<file path="src/rtl/spike_isi_monitor.sv">
// spike_isi_monitor: measures inter-spike intervals into a FWFT FIFO and reports windowed spike rate
module spike_isi_monitor #(
   parameter int CNT_W = 16,
   parameter int DEPTH = 8,
   parameter int WIN_W = 16
) (
   input  logic                       clk,
   input  logic                       rst_n,
   input  logic                       spike_in,
   input  logic                       clear,
   input  logic [WIN_W-1:0]           win_len,
   output logic [CNT_W-1:0]           isi_data,
   output logic                       isi_valid,
   input  logic                       isi_ready,
   output logic                       isi_overflow,
   output logic [$clog2(DEPTH):0]     fifo_level,
   output logic [7:0]                 rate_count,
   output logic                       rate_valid
);
   localparam int AW = $clog2(DEPTH);
   localparam int LW = AW + 1;
   localparam logic [CNT_W-1:0] CNT_MAX = '1;

   typedef enum logic {IDLE, TIMING} state_t;

   state_t           state;
   logic             spike_prev;
   logic [CNT_W-1:0] isi_cnt;
   logic [CNT_W-1:0] mem [DEPTH];
   logic [AW-1:0]    wr_ptr;
   logic [AW-1:0]    rd_ptr;
   logic [WIN_W-1:0] win_lim;
   logic [WIN_W-1:0] win_cnt;
   logic [7:0]       rate_acc;
   logic [7:0]       acc_next;
   logic             ev;
   logic             push;
   logic             pop;
   logic             full;
   logic             do_push;

   assign ev        = spike_in & ~spike_prev;
   assign push      = ev & (state == TIMING);
   assign isi_valid = fifo_level != '0;
   assign pop       = isi_valid & isi_ready;
   assign full      = fifo_level == LW'(DEPTH);
   assign do_push   = push & (~full | pop);
   assign isi_data  = isi_valid ? mem[rd_ptr] : '0;
   assign acc_next  = (ev && rate_acc != 8'hFF) ? rate_acc + 8'd1 : rate_acc;

   // previous spike sample for rising-edge detection; kept running through clear so a held spike is not recounted
   always_ff @(posedge clk or negedge rst_n) begin
      if (!rst_n) spike_prev <= 1'b0;
      else spike_prev <= spike_in;
   end

   // interval FSM: first edge arms the timer, later edges restart it at 1 after the push
   always_ff @(posedge clk or negedge rst_n) begin
      if (!rst_n) begin
         state   <= IDLE;
         isi_cnt <= '0;
      end else if (clear) begin
         state   <= IDLE;
         isi_cnt <= '0;
      end else if (ev) begin
         state   <= TIMING;
         isi_cnt <= CNT_W'(1);
      end else if (state == TIMING && isi_cnt != CNT_MAX) begin
         isi_cnt <= isi_cnt + 1'b1;
      end
   end

   // FIFO storage; contents need no reset because pointers and level define validity
   always_ff @(posedge clk) begin
      if (do_push && !clear) mem[wr_ptr] <= isi_cnt;
   end

   // FIFO pointers, occupancy and sticky overflow; a full FIFO still accepts when popped in the same cycle
   always_ff @(posedge clk or negedge rst_n) begin
      if (!rst_n) begin
         wr_ptr       <= '0;
         rd_ptr       <= '0;
         fifo_level   <= '0;
         isi_overflow <= 1'b0;
      end else if (clear) begin
         wr_ptr       <= '0;
         rd_ptr       <= '0;
         fifo_level   <= '0;
         isi_overflow <= 1'b0;
      end else begin
         if (do_push) wr_ptr <= wr_ptr + 1'b1;
         if (pop) rd_ptr <= rd_ptr + 1'b1;
         if (do_push && !pop) fifo_level <= fifo_level + 1'b1;
         else if (pop && !do_push) fifo_level <= fifo_level - 1'b1;
         if (push && full && !pop) isi_overflow <= 1'b1;
      end
   end

   // rate window: a zero limit idles and re-samples win_len each cycle; otherwise count to the limit then report
   always_ff @(posedge clk or negedge rst_n) begin
      if (!rst_n) begin
         win_lim    <= '0;
         win_cnt    <= '0;
         rate_acc   <= '0;
         rate_count <= '0;
         rate_valid <= 1'b0;
      end else if (clear) begin
         win_lim    <= '0;
         win_cnt    <= '0;
         rate_acc   <= '0;
         rate_count <= '0;
         rate_valid <= 1'b0;
      end else if (win_lim == '0) begin
         win_lim    <= win_len;
         rate_valid <= 1'b0;
      end else if (win_cnt == win_lim - 1'b1) begin
         rate_count <= acc_next;
         rate_valid <= 1'b1;
         rate_acc   <= '0;
         win_cnt    <= '0;
         win_lim    <= win_len;
      end else begin
         win_cnt    <= win_cnt + 1'b1;
         rate_acc   <= acc_next;
         rate_valid <= 1'b0;
      end
   end
endmodule

</file>
<file path="config.mk">
export PLATFORM = sky130hd
export DESIGN_NAME = spike_isi_monitor
export DESIGN_NICKNAME = d
export VERILOG_FILES = /design/src/rtl/spike_isi_monitor.sv
export SDC_FILE = /design/constraint.sdc
export NUM_CORES = 1
export LEC_CHECK = 0
export BUFFER_PORTS_ARGS = -buffer_cell sky130_fd_sc_hd__buf_4
export CORE_MARGIN = 4
export CORE_UTILIZATION = 45
export CTS_CLUSTER_DIAMETER = 100
export DETAILED_ROUTE_END_ITERATION = 8
export GPL_ROUTABILITY_DRIVEN = 0
export PLACE_DENSITY = 0.62
export SLEW_MARGIN = 10
export SYNTH_ARGS = -nofsm -noshare
export SYNTH_HDL_FRONTEND = slang
export SYNTH_SLANG_ARGS = --single-unit
</file>
<file path="constraint.sdc">
create_clock -name clk -period 3.36 [get_ports clk]
set_input_delay 0.504 -clock clk [delete_from_list [all_inputs] [get_ports clk]]
set_output_delay 0.504 -clock clk [all_outputs]
set_load 0.01 [all_outputs]
</file>
==> metrics.md, run 1 <==
| Metric | Value |
|---|---|
| Slew Limit Fails | `0` |
| Routed Wire Length | `20.2 mm` |
| Worst-path fanout max | `13` |
| CTS Hold Bufs | `0` |
| Rel. slew slack | `31.8%` |
| Setup violators final | `0` |
| Die height | `153 um` |
| Vias in the first global route | `6239` |
| Drt first pass iters | `5` |
| Slack of the critical path | `0.164 ns` |
| Yosys cell types | `55` |
| Worst slew pin tran | `1.02 ns` |
| # rows | `52` |
| Placed cells | `1028` |
| Clk_lat worst skew | `0.50 ns` |
| Critical path cell sequence | `nor4_4 -> nand4_1 -> or4_1 -> a32o_1 -> or4_4 -> nand2_1 -> buf_4 -> mux2_1` |
| Share of the synthesized area in the top cell type | `40.6%` |
| Post-synth top area cell | `edfxtp_1` |
| Worst min path class | `in -> reg` |
| Final Hold Viols | `0` |
| Vias post-DR | `5993` |
| Detailed placement HPWL | `13.2 mm` |
| Final period utilization | `95.1%` |
| CP required | `3.72 ns` |
| Detailed router's first-iteration violation count | `447` |
| Die area | `23400 um2` |
| Largest net degree at the start of global routing | `79` |
| DP Worst Slack | `0.112 ns` |
| N_diodes | `0` |
| Bufs on Longest Clock Path | `3` |
| First-pass GRT wire length | `33.3 mm` |
| Slowest-stage cell, CP | `or4_4` |
| Post-Syn Area | `9460 um2` |
| Worst Skew | `0.0173 ns` |
| Total power | `6.30 mW` |
| Final instance area | `11000 um2` |
| CP Launch Type | `register` |
| Critical path class | `reg -> reg` |
| Share of layout cells above drive strength 1 | `21.4%` |
| Sequential share of the synthesized area | `61.3%` |
| Setup TNS | `0 ns` |
| Syn Nets | `744` |
| Post-synth ARST share | `37.9%` |
| Outcome | `finished clean` |
| Crit end category | `register` |
| Leading cell type in the layout, fill and taps excluded | `edfxtp_1` |
| IO Port Bufs | `51` |
| Mapped Cells | `714` |
| TritonCTS buffer count | `22` |
| Hold slack | `0.143 ns` |
| Core area | `20400 um2` |
| Commonest non-fill, non-tap cells in the layout | `128 x edfxtp_1, 77 x dfrtp_1, 77 x buf_4, 63 x nor2_1, 53 x nand2_1` |
| Synthesized area per cell | `13.2 um2` |
| Cell Pwr Density | `573 nW/um2` |
| Post-route antenna net violation count | `0` |
| Post-synth EDFFs | `128` |
| Num ports | `52` |
| Final nets | `814` |
| Fin util | `53.7%` |
| Critical Path Max Stage Delay | `0.52 ns` |
| Crit path DAT | `3.56 ns` |
| Root Driver | `clkbuf_16` |
| Leak pwr | `4.13 nW` |
| Sink Count | `206` |
| Placed inst area | `10300 um2` |
| Ys flop type | `edfxtp_1` |
| Max Cap Viol | `0` |
| Fin crit period | `3.20 ns` |
| Register bit total from synthesis | `206` |
| Per-cell routed wire length | `18.9 um` |
| Clk pin slew, worst setup/hold paths | `0.05 ns` |
| CTS tree | `built` |
| Final std cells w/o fill | `1069` |
| FMAX | `0.313 GHz` |
| H-Tree Depth | `1` |
| Chip width | `153 um` |
| Area Overhead vs Synth | `16.1%` |
| Total gr overflow | `0` |
| Initial antenna violation count | `0` |
| Initial Utilization | `46.3%` |
| Top post-synthesis cells by area | `edfxtp_1 41%, dfrtp_1 21%, mux4_2 7.6%` |
| VDD IR max | `0.000393 V` |
| Via density | `5.61` |
| Total track usage | `17.5%` |
| # DRC | `0` |
| Synth warn | `0` |
## synth_stat cells (all sizes together), types with 2 or more instances
cell,instances
and3,11
nor2b,28
nor3,13
ha,8
nand4,6
dfrtp,78
nand4b,2
o41ai,2
or3,10
a211oi,7
and3b,2
nor3b,2
a21oi,20
and2,2
nand2b,10
o21ai,30
clkbuf,22
edfxtp,128
o21a,2
nand2,53
or4,6
xnor2,23
nand3,25
a31oi,11
nor2,64
or2,5
nand3b,3
mux2,19
mux2i,19
and4,2
a21o,8
buf,10
a32o,2
o211ai,2
xor2,20
nor4,8
inv,10
mux4,32
## registers in the layout, indices dropped and copies added, names as in the netlist
name	flops
rate_valid	1
rd_ptr	3
mem	128
isi_cnt	16
win_lim	16
state	1
fifo_level	4
rate_acc	8
spike_prev	1
isi_overflow	1
rate_count	8
wr_ptr	3
win_cnt	16
## kinds of logic (layout without fill, tap and decap cells)
family	Yosys count	in the layout	share of synthesized area, %
AO/OA/AOI/OAI	91	91	5.93
XOR/XNOR	43	43	3.98
adder cells (fa/ha/maj)	9	9	1.27
buffers and inverters	42	127	1.75
flip-flops	206	206	61.3
multiplexers	70	70	11.9
AND/OR/NAND/NOR	253	253	13.9
## critical path: cells and delay by family (launching register included)
kind	cells	cell delay, ns
AO/OA/AOI/OAI	1	0.29
multiplexers	1	0.35
flip-flops	1	0.47
buffers and inverters	1	0.19
AND/OR/NAND/NOR	5	1.75
## metal layers
metal  routed length (um)  vias up  global-route usage (%)
met3                  688       41                    2.83
met2                10600      145                    31.7
met1                 8390     3015                    21.9
met4                  507        0                    4.67
li1                     -     2792                       -
met5                    0        -                       0
## worst paths after layout
path | from | end | slack, ns | cells past startpoint
setup / recovery | win_lim[4] | win_lim[11] | 0.16 | 8
hold / removal | spike_in | spike_prev | 0.14 | 1
setup reg to reg | win_lim[4] | win_lim[11] | 0.16 | 8
hold reg to reg | isi_overflow | isi_overflow | 0.54 | 2
max in group asynchronous | rst_n | rd_ptr[0] | 2.46 | 1
min in group asynchronous | rst_n | win_lim[5] | 0.19 | 1
## layout make-up
type,count,area [um2]
fill,1738,9450
sequential,206,5800
multi-input combinational,466,3520
timing repair buffer,78,598
clock buffer,27,569
tap,270,338
clock inverter,12,116
inverter,10,37.5
## where the power goes
| part | leakage (nW) | switching, mW | internal [mW] |
|---|---|---|---|
| clock network | 0.330 | 0.935 | 1.36 |
| logic | 1.51 | 0.602 | 0.574 |
| registers | 2.29 | 0.0969 | 2.73 |
## what timing repair did
item,4_1_cts,5_1_grt
setup buffers,0,2
setup endpoints to repair,0,12
gates resized for setup,0,3
No activity file was read; power rests on OpenSTA's default activity.
==> inputs of run 2 (changes only) <==
==> constraint.sdc (replaced) <==
create_clock -name clk -period 3.5 [get_ports clk]
set_input_delay 0.525 -clock clk [delete_from_list [all_inputs] [get_ports clk]]
set_output_delay 0.525 -clock clk [all_outputs]
set_load 0.01 [all_outputs]
==> run 2 against run 1 <==
Compared with the run above:
- final area is 0.12% higher
- worst hold slack better by 0.010 ns
- setup slack improved by 0.0040 ns
- final cell count about the same
- routed wire length shrank 0.80%
- critical endpoint is now win_lim[7]
- largest cell class unchanged
- largest power group unchanged
==> metrics.md, run 2 (synthesized netlist as in run 1, its figures left out) <==
| Metric | Value |
|---|---|
| Commonest non-fill, non-tap cells in the layout | `128 x edfxtp_1, 77 x dfrtp_1, 75 x buf_4, 63 x nor2_1, 53 x nand2_1` |
| Critical Path Max Stage Delay | `0.53 ns` |
| GR Layer Usage met2 | `31.4%` |
| CP required | `3.89 ns` |
| Leading cell type in the layout, fill and taps excluded | `edfxtp_1` |
| H-Tree Depth | `1` |
| Setup violators final | `0` |
| # DRC | `0` |
| Total gr overflow | `0` |
| # rows | `52` |
| Final period utilization | `95.2%` |
| Clk pin slew, worst setup/hold paths | `0.05 ns` |
| First-pass GRT wire length | `32.6 mm` |
| Max Cap Viol | `0` |
| Setup TNS | `0 ns` |
| Total power | `6.09 mW` |
| Slowest-stage cell, CP | `or4_1` |
| Largest net degree at the start of global routing | `79` |
| Initial antenna violation count | `0` |
| Post-route antenna net violation count | `0` |
| Biggest register | `mem` |
| Critical path cell sequence | `nor3_2 -> nand4_1 -> or4_1 -> a32o_1 -> or4_4 -> nand2_1 -> buf_4 -> mux2_2` |
| Worst slew pin tran | `1.01 ns` |
| Area Overhead vs Synth | `16.2%` |
| Detailed placement HPWL | `13.0 mm` |
| GR peak layer | `met2` |
| Detailed router's first-iteration violation count | `346` |
| Slack of the critical path | `0.168 ns` |
| DP Worst Slack | `0.226 ns` |
| Die area | `23400 um2` |
| Vias in the first global route | `6155` |
| Core area | `20400 um2` |
| Root Driver | `clkbuf_16` |
| Leak pwr | `4.14 nW` |
| Cell Pwr Density | `554 nW/um2` |
| Post-CTS Setup Bufs | `0` |
| Cell family with most CP delay | `simple AND/OR/NAND/NOR gates` |
| Fin util | `53.8%` |
| Worst Skew | `0.0261 ns` |
| Fin crit period | `3.33 ns` |
| Drt first pass iters | `4` |
| Worst min path class | `in -> reg` |
| Share of layout cells above drive strength 1 | `21.6%` |
| Met1 Use GR | `21.2%` |
| Total track usage | `17.2%` |
| Num ports | `52` |
| Slew Limit Fails | `0` |
| RSZ-0062 raised after global routing | `no` |
| Via density | `5.56` |
| Max reg flops | `128` |
| Rel. slew slack | `32.8%` |
| CP Launch Type | `register` |
| Vias post-DR | `5949` |
| Per-cell routed wire length | `18.7 um` |
| FMAX | `0.300 GHz` |
| Final nets | `813` |
| Final Hold Viols | `0` |
| Die height | `153 um` |
| Crit path DAT | `3.72 ns` |
| Crit end category | `register` |
| Critical path class | `reg -> reg` |
| Clk_lat worst skew | `0.52 ns` |
| N_diodes | `0` |
| Outcome | `finished clean` |
| Initial Utilization | `46.3%` |
| Worst-path fanout max | `15` |
| Met3 Use GR | `2.83%` |
| Sink Count | `206` |
| IO Port Bufs | `51` |
| CP bufs+invs | `1` |
| Routed Wire Length | `20.0 mm` |
| VDD IR max | `0.000325 V` |
| TritonCTS buffer count | `23` |
| Bufs on Longest Clock Path | `3` |
| Chip width | `153 um` |
| CTS tree | `built` |
run 2: cell count changes in the layout (fill, tap and decap cells not counted), sizes merged:
cell      previous run  this run
buf                 78        76
bufinv               2         0
clkbuf              27        37
clkinv               9         4
clkinvlp             1         0
inv                 10        11
run 2: metrics by stage:
step | instance area (um2) | cells | hold WS [ns]
detailed placement | 10300 | 1028 | 0.519
finish | 11000 | 1070 | 0.153
global placement | 10300 | 1028 | 0.513
CTS | 11000 | 1070 | 0.129
global route | 11000 | 1070 | 0.134
floorplan | 9460 | 714 | 0.229
run 2: cell type report:
| cell class | count | area, um2 |
|---|---|---|
| inverters | 10 | 37.5 |
| clock inverters | 5 | 42.5 |
| repair buffers | 76 | 583 |
| well taps | 270 | 338 |
| flip-flops and latches | 206 | 5800 |
| multi-input cells | 466 | 3520 |
| clock buffers | 37 | 678 |
| fillers | 1720 | 9440 |
run 2: per-layer routing:
layer | vias to the layer above | wire (um)
li1 | 2794 | -
met4 | 0 | 500
met2 | 115 | 10600
met1 | 3000 | 8190
met5 | - | 0
met3 | 40 | 740
run 2: final timing paths:
path	from	end	slack, ns	cells after the start
min reg2reg	isi_overflow	isi_overflow	0.54	2
max	win_lim[7]	win_lim[7]	0.17	8
min	spike_in	spike_prev	0.15	1
max reg2reg	win_lim[7]	win_lim[7]	0.17	8
min in group asynchronous	rst_n	win_lim[9]	0.19	1
max in group asynchronous	rst_n	rd_ptr[0]	2.61	1
run 2: what timing repair did:
item / CTS / global route
gates resized for setup: 0 / 1
endpoints found under the setup margin: 0 / 1
hold buffers: 0 / 0
run 2: power by group:
group | internal (mW) | switching, mW
Clock | 1.33 | 0.925
Sequential | 2.62 | 0.0917
Combinational | 0.545 | 0.574
Total | 4.50 | 1.59
